--- src/rtl/pc_gen_pkg.sv ---
// Shared definitions for the program-counter generator: redirect levels and
// default reset/exception vectors.
package pc_gen_pkg;

  localparam int LVL_W = 2;

  // Numeric order is the priority order; comparisons rely on it.
  typedef enum logic [LVL_W-1:0] {
    LVL_NONE = 2'd0,
    LVL_ID   = 2'd1,
    LVL_EX   = 2'd2,
    LVL_EXC  = 2'd3
  } redir_lvl_e;

  localparam logic [31:0] DEF_RESET_VEC = 32'h0000_0000;
  localparam logic [31:0] DEF_EXC_VEC   = 32'h0000_0100;

endpackage

--- src/rtl/pc_gen_if.sv ---
// Fetch-side bundle between the pipeline control (master) and pc_gen (slave).
interface pc_gen_if #(
  parameter int ADDR_W = 32
);
  logic              en;
  logic              fetch_ready;
  logic              exc_req;
  logic              ex_redir;
  logic [ADDR_W-1:0] ex_target;
  logic              id_redir;
  logic [ADDR_W-1:0] id_target;
  logic [ADDR_W-1:0] pc;
  logic [ADDR_W-1:0] pc_next;
  logic              pc_valid;
  logic              flush;
  logic              pend_valid;
  logic              misalign;

  modport master (
    output en, fetch_ready, exc_req, ex_redir, ex_target, id_redir, id_target,
    input  pc, pc_next, pc_valid, flush, pend_valid, misalign
  );

  modport slave (
    input  en, fetch_ready, exc_req, ex_redir, ex_target, id_redir, id_target,
    output pc, pc_next, pc_valid, flush, pend_valid, misalign
  );
endinterface

--- src/rtl/pc_redir_pend.sv ---
// Pending-redirect register: keeps the highest (newest on ties) redirect that
// arrived while the pc was held, until it is consumed or cleared.
module pc_redir_pend
  import pc_gen_pkg::*;
#(
  parameter int ADDR_W = 32
) (
  input  logic              clk,
  input  logic              rst_n,
  input  logic              clr,
  input  logic              load,
  input  redir_lvl_e        in_lvl,
  input  logic [ADDR_W-1:0] in_target,
  output redir_lvl_e        lvl,
  output logic [ADDR_W-1:0] target,
  output logic              valid
);

  redir_lvl_e        lvl_q;
  logic [ADDR_W-1:0] target_q;
  logic              take;

  assign take = load && !clr && (in_lvl >= lvl_q);

  // NOTE: sequential state uses non-blocking assignments so every register
  // samples the pre-edge values regardless of statement order.
  always_ff @(posedge clk) begin
    if (!rst_n)    lvl_q <= LVL_NONE;
    else if (clr)  lvl_q <= LVL_NONE;
    else if (take) lvl_q <= in_lvl;
  end

  // NOTE: the target is only meaningful while lvl_q != LVL_NONE, so it needs
  // no reset; the level register alone qualifies it.
  always_ff @(posedge clk) begin
    if (take) target_q <= in_target;
  end

  assign lvl    = lvl_q;
  assign target = target_q;
  assign valid  = (lvl_q != LVL_NONE);

endmodule

--- src/rtl/pc_gen.sv ---
// Program-counter generator: sequential fetch, prioritised redirects and a
// pending-redirect latch so redirects survive stalls.
module pc_gen
  import pc_gen_pkg::*;
#(
  parameter int                ADDR_W     = 32,
  parameter logic [ADDR_W-1:0] RESET_VEC  = ADDR_W'(DEF_RESET_VEC),
  parameter logic [ADDR_W-1:0] EXC_VEC    = ADDR_W'(DEF_EXC_VEC),
  parameter int                INC        = 4,
  parameter int                ALIGN_BITS = 2
) (
  input logic     clk,
  input logic     rst_n,
  pc_gen_if.slave bus
);

  logic [ADDR_W-1:0] pc_q, nxt_pc, in_target, pend_target;
  logic              valid_q, flush_q, nxt_flush, advance;
  logic              pend_load, pend_clr, pend_valid;
  redir_lvl_e        in_lvl, pend_lvl;

  assign advance = bus.en && bus.fetch_ready && valid_q;

  always_comb begin
    in_lvl    = LVL_NONE;
    in_target = bus.id_target;
    if (bus.exc_req) begin
      in_lvl    = LVL_EXC;
      in_target = EXC_VEC;
    end else if (bus.ex_redir) begin
      in_lvl    = LVL_EX;
      in_target = bus.ex_target;
    end else if (bus.id_redir) begin
      in_lvl    = LVL_ID;
    end
  end

  // NOTE: every output of this block gets a default first, so no path can
  // leave a value unassigned and infer a latch.
  always_comb begin
    nxt_pc    = pc_q;
    nxt_flush = 1'b0;
    if (bus.exc_req) begin
      nxt_pc    = EXC_VEC;
      nxt_flush = 1'b1;
    end else if (advance) begin
      nxt_flush = 1'b1;
      if (bus.ex_redir)                            nxt_pc = bus.ex_target;
      else if (pend_lvl == LVL_EX)                 nxt_pc = pend_target;
      else if (bus.id_redir)                       nxt_pc = bus.id_target;
      else if (pend_lvl == LVL_ID)                 nxt_pc = pend_target;
      else begin
        nxt_pc    = pc_q + ADDR_W'(INC);
        nxt_flush = 1'b0;
      end
    end
  end

  // Held requests go to the pending latch; any advance or exception consumes it.
  assign pend_load = !bus.exc_req && !advance && (in_lvl != LVL_NONE);
  assign pend_clr  = bus.exc_req || advance;

  pc_redir_pend #(.ADDR_W(ADDR_W)) u_pend (
    .clk       (clk),
    .rst_n     (rst_n),
    .clr       (pend_clr),
    .load      (pend_load),
    .in_lvl    (in_lvl),
    .in_target (in_target),
    .lvl       (pend_lvl),
    .target    (pend_target),
    .valid     (pend_valid)
  );

  always_ff @(posedge clk) begin
    if (!rst_n) begin
      pc_q    <= RESET_VEC;
      valid_q <= 1'b0;
      flush_q <= 1'b0;
    end else begin
      pc_q    <= nxt_pc;
      valid_q <= 1'b1;
      flush_q <= nxt_flush;
    end
  end

  assign bus.pc         = pc_q;
  assign bus.pc_next    = rst_n ? nxt_pc : RESET_VEC;
  assign bus.pc_valid   = valid_q;
  assign bus.flush      = flush_q;
  assign bus.pend_valid = pend_valid;
  assign bus.misalign   = |pc_q[ALIGN_BITS-1:0];

endmodule

--- src/flat_wrapper.sv ---
// flat-port wrapper written by rule: the top's interface ports become plain ports
module pc_gen_flat import pc_gen_pkg::*;
#(
  parameter int                ADDR_W     = 32,
  parameter logic [ADDR_W-1:0] RESET_VEC  = ADDR_W'(DEF_RESET_VEC),
  parameter logic [ADDR_W-1:0] EXC_VEC    = ADDR_W'(DEF_EXC_VEC),
  parameter int                INC        = 4,
  parameter int                ALIGN_BITS = 2
)
  (clk, rst_n, bus_en, bus_fetch_ready, bus_exc_req, bus_ex_redir, bus_ex_target, bus_id_redir, bus_id_target, bus_pc, bus_pc_next, bus_pc_valid, bus_flush, bus_pend_valid, bus_misalign);
  pc_gen_if #(.ADDR_W(ADDR_W)) bus_i ();
  input logic clk;
  input logic rst_n;
  input wire logic [$bits(bus_i.en)-1:0] bus_en;
  input wire logic [$bits(bus_i.fetch_ready)-1:0] bus_fetch_ready;
  input wire logic [$bits(bus_i.exc_req)-1:0] bus_exc_req;
  input wire logic [$bits(bus_i.ex_redir)-1:0] bus_ex_redir;
  input wire logic [$bits(bus_i.ex_target)-1:0] bus_ex_target;
  input wire logic [$bits(bus_i.id_redir)-1:0] bus_id_redir;
  input wire logic [$bits(bus_i.id_target)-1:0] bus_id_target;
  output wire logic [$bits(bus_i.pc)-1:0] bus_pc;
  output wire logic [$bits(bus_i.pc_next)-1:0] bus_pc_next;
  output wire logic [$bits(bus_i.pc_valid)-1:0] bus_pc_valid;
  output wire logic [$bits(bus_i.flush)-1:0] bus_flush;
  output wire logic [$bits(bus_i.pend_valid)-1:0] bus_pend_valid;
  output wire logic [$bits(bus_i.misalign)-1:0] bus_misalign;
  assign bus_i.en = bus_en;
  assign bus_i.fetch_ready = bus_fetch_ready;
  assign bus_i.exc_req = bus_exc_req;
  assign bus_i.ex_redir = bus_ex_redir;
  assign bus_i.ex_target = bus_ex_target;
  assign bus_i.id_redir = bus_id_redir;
  assign bus_i.id_target = bus_id_target;
  assign bus_pc = bus_i.pc;
  assign bus_pc_next = bus_i.pc_next;
  assign bus_pc_valid = bus_i.pc_valid;
  assign bus_flush = bus_i.flush;
  assign bus_pend_valid = bus_i.pend_valid;
  assign bus_misalign = bus_i.misalign;
  pc_gen #(.ADDR_W(ADDR_W), .RESET_VEC(RESET_VEC), .EXC_VEC(EXC_VEC), .INC(INC), .ALIGN_BITS(ALIGN_BITS)) u_core (.clk(clk), .rst_n(rst_n), .bus(bus_i));
endmodule
--- config.mk ---
export PLATFORM = sky130hd
export DESIGN_NAME = pc_gen_flat
export DESIGN_NICKNAME = d
export VERILOG_FILES = /design/src/rtl/pc_gen_pkg.sv /design/src/rtl/pc_gen_if.sv /design/src/rtl/pc_redir_pend.sv /design/src/rtl/pc_gen.sv /design/src/flat_wrapper.sv
export SDC_FILE = /design/constraint.sdc
export NUM_CORES = 1
export LEC_CHECK = 0
export BUFFER_PORTS_ARGS = -buffer_cell sky130_fd_sc_hd__buf_2
export CAP_MARGIN = 20
export CORE_ASPECT_RATIO = 0.5
export CORE_MARGIN = 2
export CORE_UTILIZATION = 48
export DETAILED_ROUTE_END_ITERATION = 8
export PLACE_DENSITY = 0.81
export SLEW_MARGIN = 20
export SYNTH_ARGS = -nofsm -noshare
export SYNTH_HDL_FRONTEND = slang
export SYNTH_SLANG_ARGS = --single-unit
--- constraint.sdc ---
create_clock -name clk -period 4.7 [get_ports clk]
set_input_delay 0.235 -clock clk [delete_from_list [all_inputs] [get_ports clk]]
set_output_delay 0.235 -clock clk [all_outputs]
set_load 0.05 [all_outputs]
==> results of run 1 <==
cells by family (layout without fill, tap and decap cells):
group / Yosys count / after routing
AOI/OAI and AO/OA: 217 / 217
muxes: 19 / 19
adders and majority gates: 3 / 3
DFF: 68 / 68
xor gates and xnor gates: 12 / 12
buffers and inverters: 59 / 172
and+or+nand+nor: 203 / 203
final cells by class:
class | count | area, sq um
repair buffers | 148 | 765.7
clock inverters | 3 | 13.76
inverters | 8 | 30.03
multi-input cells | 454 | 2861
clock buffers | 13 | 250.2
flip-flops and latches | 68 | 1682
well taps | 135 | 168.9
fillers | 863 | 3800
how the worst max path moves through the flow:
stage,end
after global placement,u_core.u_pend.target[22]
after detailed placement,u_core.u_pend.target[26]
after CTS,bus_pc_next[13]
after global routing,bus_pc_next[13]
final,bus_pc_next[10]
after floorplan,u_core.u_pend.target[0]
sequential cells by signal, summed over array words and instances, names as in the netlist:
name                  flops
u_core.bus.pc_valid       1
u_core.bus.pc            32
u_core.u_pend.target     32
u_core.bus.flush          1
u_core.u_pend.lvl         2
worst max-delay path: stages, from the launching register on:
cell	delay [ns]
dfxtp_1	0.93
nand2b_1	0.62
nand3_1	0.40
a211o_1	0.15
a32oi_1	0.13
a21oi_1	0.24
buf_2	0.31
metal layers:
metal | track usage [%] | part of all wire, %
met1 | 42.33 | 42
met2 | 48.31 | 43
met3 | 10.37 | 13
met4 | 12.75 | 2.2
met5 | 0 | 0
power by group through the flow:
stage	Combinational (mW)	Clock (mW)	Sequential (mW)
after global routing	0.328	0.649	0.684
final	0.306	0.627	0.681
after CTS	0.299	0.628	0.679
after global placement	0.292	0	0.691
after floorplan	0.178	0	0.705
after detailed placement	0.298	0	0.691
through the flow:
stage | power (mW) | hold WS, ns
6_report | 1.614 | 0.1272
3_5_place_dp | 0.9897 | 0.4731
4_1_cts | 1.607 | 0.1225
5_1_grt | 1.661 | 0.1208
2_1_floorplan | 0.8836 | 0.2627
3_3_place_gp | 0.9829 | 0.4717
cell usage in the layout, fill, tap and decap left out, drive strengths merged, types with 7 or more instances in the layout:
| master | count |
|---|---|
| nand2 | 64 |
| buf | 148 |
| mux2i | 18 |
| nand4 | 13 |
| clkbuf | 13 |
| o22ai | 16 |
| o21ai | 36 |
| inv | 8 |
| and3 | 8 |
| a221oi | 9 |
| a31oi | 15 |
| nor4 | 7 |
| o221ai | 12 |
| a211oi | 8 |
| a21oi | 59 |
| edfxtp | 32 |
| nand2b | 9 |
| nand3 | 23 |
| nor2 | 36 |
| nor3 | 17 |
| dfxtp | 36 |
==> results.yml, run 1 <==
run_status:
  status: "complete, no violations"
clocking:
  tritoncts: "done"
  numCtsBuffers: 9
  root_buffer: "clkbuf_16"
  cts_hold_buf: 0
  clk_pin_slew_ns: 0.06
  cts_buffer_depth: 2
  htree_levels: 3
  cts_setup_buffers: 0
  cts.sinks: 68
  clk_latency_ns: 0.34
  cts_resized: 0
power:
  power_switching_mw: 0.4914
  seqPwrFrac_pct: 42.2
  sw_frac_of_total_pct: 30.45
  pwr_density_cell_nw_per_um2: 279.6
  leakage_nw: 2.352
  p_int_mw: 1.123
  comb_power_share_pct: 18.9
  clkPwrFrac_pct: 38.9
  ir_worst_vdd_uv: 185.2
sta:
  period_share_pct: 71.39
  rsz0062_at_grt: "no"
  relSlewSlack_pct: 32.71
  worst_pin_slew_ns: 1.005
  fin_skew_ns: 0.005901
  period_needed_ns: 3.356
  finalHoldViolCount: 0
  setup_viol: 0
  fin_tns_setup_ns: 0
  layout_setup_ws_ns: 1.345
  slew_viol_final: 0
  clock.fmax_ghz: 0.2980
hold_path:
  holdPathStages: 1
  min_from: "rst_n"
  hold_path.class: "in -> reg"
  min_to: "u_core.bus.pc_valid"
yosys:
  yosysSeqAreaShare_pct: 35.21
  synth_edf_count: 32
  syn_area_sq_um: 4776
  synthTopCellsByCount: "nand2_1 (64), a21oi_1 (58), dfxtp_1 (36), nor2_1 (36), o21ai_0 (34)"
  ys.flop_type: "dfxtp_1"
  synth_mux_area_share_pct: 4.008
  yosysTopAreaCellShare_pct: 20.12
  synth_nets: 655
  synth.avg_cell_area_sq_um: 8.220
  ys_ff_latch: 68
  synth_top_cell_by_area: "edfxtp_1"
  synth-compound-area-share_pct: 30.65
  synth_xor_area_share_pct: 2.201
  synth.distinct_cells: 72
  yosys.area_share.adder_pct: 0.7860
  synth.area.top_cells: "edfxtp_1 (20%), dfxtp_1 (15%), a21oi_1 (6.1%), nand2_1 (5.0%), mux2i_1 (3.8%)"
  synthSimpleGateAreaFrac_pct: 21.98
  yosys_warnings: 0
  synthArstFlopShare_pct: 0
  synth_top_family_by_area: "compound AO/OA/AOI/OAI gates"
  netlist_instances: 581
  synth_most_common_cell: "nand2_1"
place:
  place_congestion: 0.9106
  postPlaceCellArea_sq_um: 5508
  pre_cts_slack_ns: 1.420
  dp.final_hpwl_mm: 11.75
  portBuffers: 138
  dp.cells: 813
floorplan:
  ios: 139
  initial_core_util_pct: 49.90
  core-area_sq_um: 9572
  dieArea_sq_um: 10810
  die_y_um: 74.53
  row_count: 25
  die_x_um: 145.1
global_routing:
  antenna_found_initial: 0
  grt_max_degree: 47
  grt_usage_pct: 31.67
  grt_pass1_vias: 5148
  grt_pass1_wl_mm: 26.90
  grt-ovfl-total: 0
worst_setup_path:
  path_max_fanout: 24
  path_class: "reg -> out"
  arrival_ns: 3.12
  cp-start-kind: "flop"
  ff2ff_path_depth: 6
  r2r-end: "u_core.u_pend.target[23]"
  cp.required_ns: 4.47
  crit_start: "u_core.u_pend.lvl[0]"
  r2r_slack_ns: 1.51
  reg2reg_from: "u_core.u_pend.lvl[1]"
  crit_path_end_kind: "primary output"
drt:
  totalWireLength_mm: 17.40
  antenna_left: 0
  avgViaCountPerCell: 6.610
  vias: 5480
  post_drt_wl_per_cell_um: 20.99
  firstDrtPassIters: 5
  drc: 0
  drt_iter0_markers: 597
cells_and_area:
  utilization_pct: 60.30
  antenna_cells: 0
  finalNonFillerCells: 829
  final_area_sq_um: 5772
  nets: 763
  drive_gt1_share_pct: 26.22
  area_growth_syn_to_layout_pct: 20.85
run:
  maxCapViolCount: 0
(Power assumes the default switching activity.)
==> run 2: changes to the inputs <==
ABC_AREA = 1   (was default)
CORE_UTILIZATION = 53   (was 48)
PLACE_DENSITY = 0.85   (was 0.81)
clock period = 3.2 ns   (was 4.7 ns; I/O delays follow)
==> run 2 against run 1 <==
  * Wire length down 8.2%
  * Synthesized cell count up 21%
  * Largest cell class unchanged
  * Total power up 51%
  * Worst setup slack worse by 0.89 ns
  * Register-to-register slack worse by 0.51 ns
  * Area after synthesis down 0.92%
  * Via count up 0.91%
  * Count of clock-buffer cells in the layout down 4
  * Clock power up 64%
  * Critical endpoint is now bus_pc_next[0]
  * Flip-flop and latch count unchanged
==> results.yml, run 2 <==
run_status:
  status: "complete, no violations"
global_routing:
  antenna_found_initial: 0
  grt-ovfl-total: 0
  met1_usage_pct: 48.83
  grt_use_met2_pct: 49.81
  grt_usage_pct: 33.18
  grt_max_degree: 63
  grt-busiest-layer: "met2"
  grt_pass1_vias: 5003
  grt_use_met3_pct: 6.022
  grt_pass1_wl_mm: 24.98
sta:
  finalHoldViolCount: 0
  period_share_pct: 85.90
  clock.fmax_ghz: 0.3638
  fin_tns_setup_ns: 0
  slew_viol_final: 0
  period_needed_ns: 2.749
  relSlewSlack_pct: 55.48
  whs_ns: 0.1022
  rsz0062_at_grt: "no"
  fin_skew_ns: 0.006519
  worst_pin_slew_ns: 0.6670
  setup_viol: 0
cells_and_area:
  multi_input_area_sq_um: 2655
  regArea_sq_um: 1682
  antenna_cells: 0
  layout_common_cells: "nand2_1 (200), buf_2 (138), a21oi_1 (68), o21ai_0 (61), nand3_1 (56)"
  drive_gt1_share_pct: 26.26
  utilization_pct: 66.93
  final_common_cell: "nand2_1"
  area_growth_syn_to_layout_pct: 22.74
  fillers: 754
  nets: 903
clocking:
  cts_setup_buffers: 0
  cts_resized: 0
  htree_levels: 3
  numCtsBuffers: 9
  cts.sinks: 68
  tritoncts: "done"
  clk_latency_ns: 0.35
  cts_hold_buf: 1
  clk_pin_slew_ns: 0.06
  cts_buffer_depth: 2
  root_buffer: "clkbuf_16"
worst_setup_path:
  r2r-end: "u_core.u_pend.target[20]"
  arrival_ns: 2.59
  ff2ff_path_depth: 7
  path_max_fanout: 16
  crit_chain: "inv_2, nand2_2, inv_2, nor2_4, inv_2, nor2_1, nand2_1, a21oi_1, a311oi_1, buf_2"
  path_class: "reg -> out"
  crit_slowest_cell: "dfxtp_1"
  crit_path_end_kind: "primary output"
  cp-start-kind: "flop"
  max_stage_delay_ns: 0.37
  reg2reg_from: "u_core.bus.pc_valid"
  cp.required_ns: 3.04
  crit_path_frequent_cell: "inv_2"
  r2r_slack_ns: 1.00
yosys:
  synth.distinct_cells: 39
  yosys_warnings: 0
  ys_ff_latch: 68
  ys.flop_type: "dfxtp_1"
  synth_nets: 776
  synth_edf_count: 32
  yosysSeqAreaShare_pct: 35.54
  synth_most_common_cell: "nand2_1"
  synth.area.top_cells: "edfxtp_1 (20%), nand2_1 (16%), dfxtp_1 (15%), a21oi_1 (7.2%), o21ai_0 (6.5%)"
  synthArstFlopShare_pct: 0
  yosysTopAreaCellShare_pct: 20.31
  synth_top_cell_by_area: "edfxtp_1"
  syn_area_sq_um: 4732
  netlist_instances: 702
  synthTopCellsByCount: "nand2_1 (200), a21oi_1 (68), o21ai_0 (61), nand3_1 (56), inv_1 (53)"
  synth.avg_cell_area_sq_um: 6.741
place:
  dp.final_hpwl_mm: 11.12
  portBuffers: 138
  place_congestion: 0.9597
drt:
  post_drt_wl_per_cell_um: 16.80
  totalWireLength_mm: 15.98
  drc: 0
  avgViaCountPerCell: 5.815
  antenna_left: 0
  firstDrtPassIters: 6
  drt_iter0_markers: 727
  vias: 5530
hold_path:
  holdPathStages: 3
  min_to: "u_core.u_pend.target[5]"
  hold_path.class: "in -> reg"
  min_from: "bus_id_target[5]"
power:
  pwr_density_cell_nw_per_um2: 420.6
  leakage_nw: 2.678
  ir_worst_vdd_uv: 297.6
run:
  maxCapViolCount: 0
floorplan:
  ios: 139
  dieArea_sq_um: 9746
  row_count: 24
  die_x_um: 137.6
  die_y_um: 70.82
  initial_core_util_pct: 54.53
  core-area_sq_um: 8678
==> run 2: worst max-delay path by stage <==
| stage | to | startpoint | slack, ns |
|---|---|---|---|
| floorplan | u_core.bus.pc[1] | u_core.bus.pc_valid | 0.37 |
| global placement | bus_pc_next[6] | u_core.u_pend.lvl[0] | 0.95 |
| detailed placement | u_core.u_pend.target[17] | bus_exc_req | 0.85 |
| CTS | bus_pc_next[0] | u_core.u_pend.lvl[1] | 0.49 |
| global route | bus_pc_next[1] | u_core.u_pend.lvl[0] | 0.22 |
| finish | bus_pc_next[0] | u_core.u_pend.lvl[1] | 0.45 |
==> run 2: where the power goes <==
group / total [mW] / switching, mW / internal (mW) / leakage [nW]
clock network: 1.03 / 0.425 / 0.607 / 0.138
logic: 0.416 / 0.290 / 0.125 / 1.94
registers: 0.995 / 0.0310 / 0.964 / 0.601
total: 2.44 / 0.746 / 1.70 / 2.68
==> run 2: stage by stage <==
step	std cells	power [mW]	setup WS, ns	area [sq um]
final	951	2.443	0.4513	5808
after global routing	951	2.511	0.2211	5808
after CTS	951	2.434	0.4942	5808
after detailed placement	934	1.418	0.8493	5498
after global placement	934	1.408	0.9536	5498
after floorplan	702	1.278	0.3750	4732
==> run 2: per-layer routing <==
| metal | vias to the layer above | routed length [um] |
|---|---|---|
| met5 | - | 0 |
| met4 | 0 | 275 |
| met3 | 33 | 1742 |
| met2 | 355 | 6814 |
| met1 | 2513 | 7144 |
| li1 | 2629 | - |
==> run 2: cell families (layout without fill, tap and decap cells) <==
kind of cell | count (synthesis) | after routing | synth area share (%)
xor+xnor | 6 | 6 | 1.111
fa+ha+maj | 3 | 3 | 0.7933
buf+inv | 96 | 228 | 8.355
simple gates | 347 | 347 | 32.50
compound gates | 182 | 182 | 21.71
flops | 68 | 68 | 35.54
==> run 2: worst max-delay path, delay by kind of cell, from the launching register on <==
family | cells | cell delay, ns
and+or+nand+nor | 4 | 0.99
buffers and inverters | 4 | 0.65
AOI/OAI and AO/OA | 2 | 0.23
DFF | 1 | 0.37
==> run 2: layout make-up <==
class                           count  share of cell area [%]
Clock buffer                        9                   3.878
Multi-Input combinational cell    538                   45.71
Timing Repair Buffer              152                   13.74
Tap cell                          117                   2.520
Inverter                           60                   3.899
Sequential cell                    68                   28.95
Clock inverter                      7                   1.293
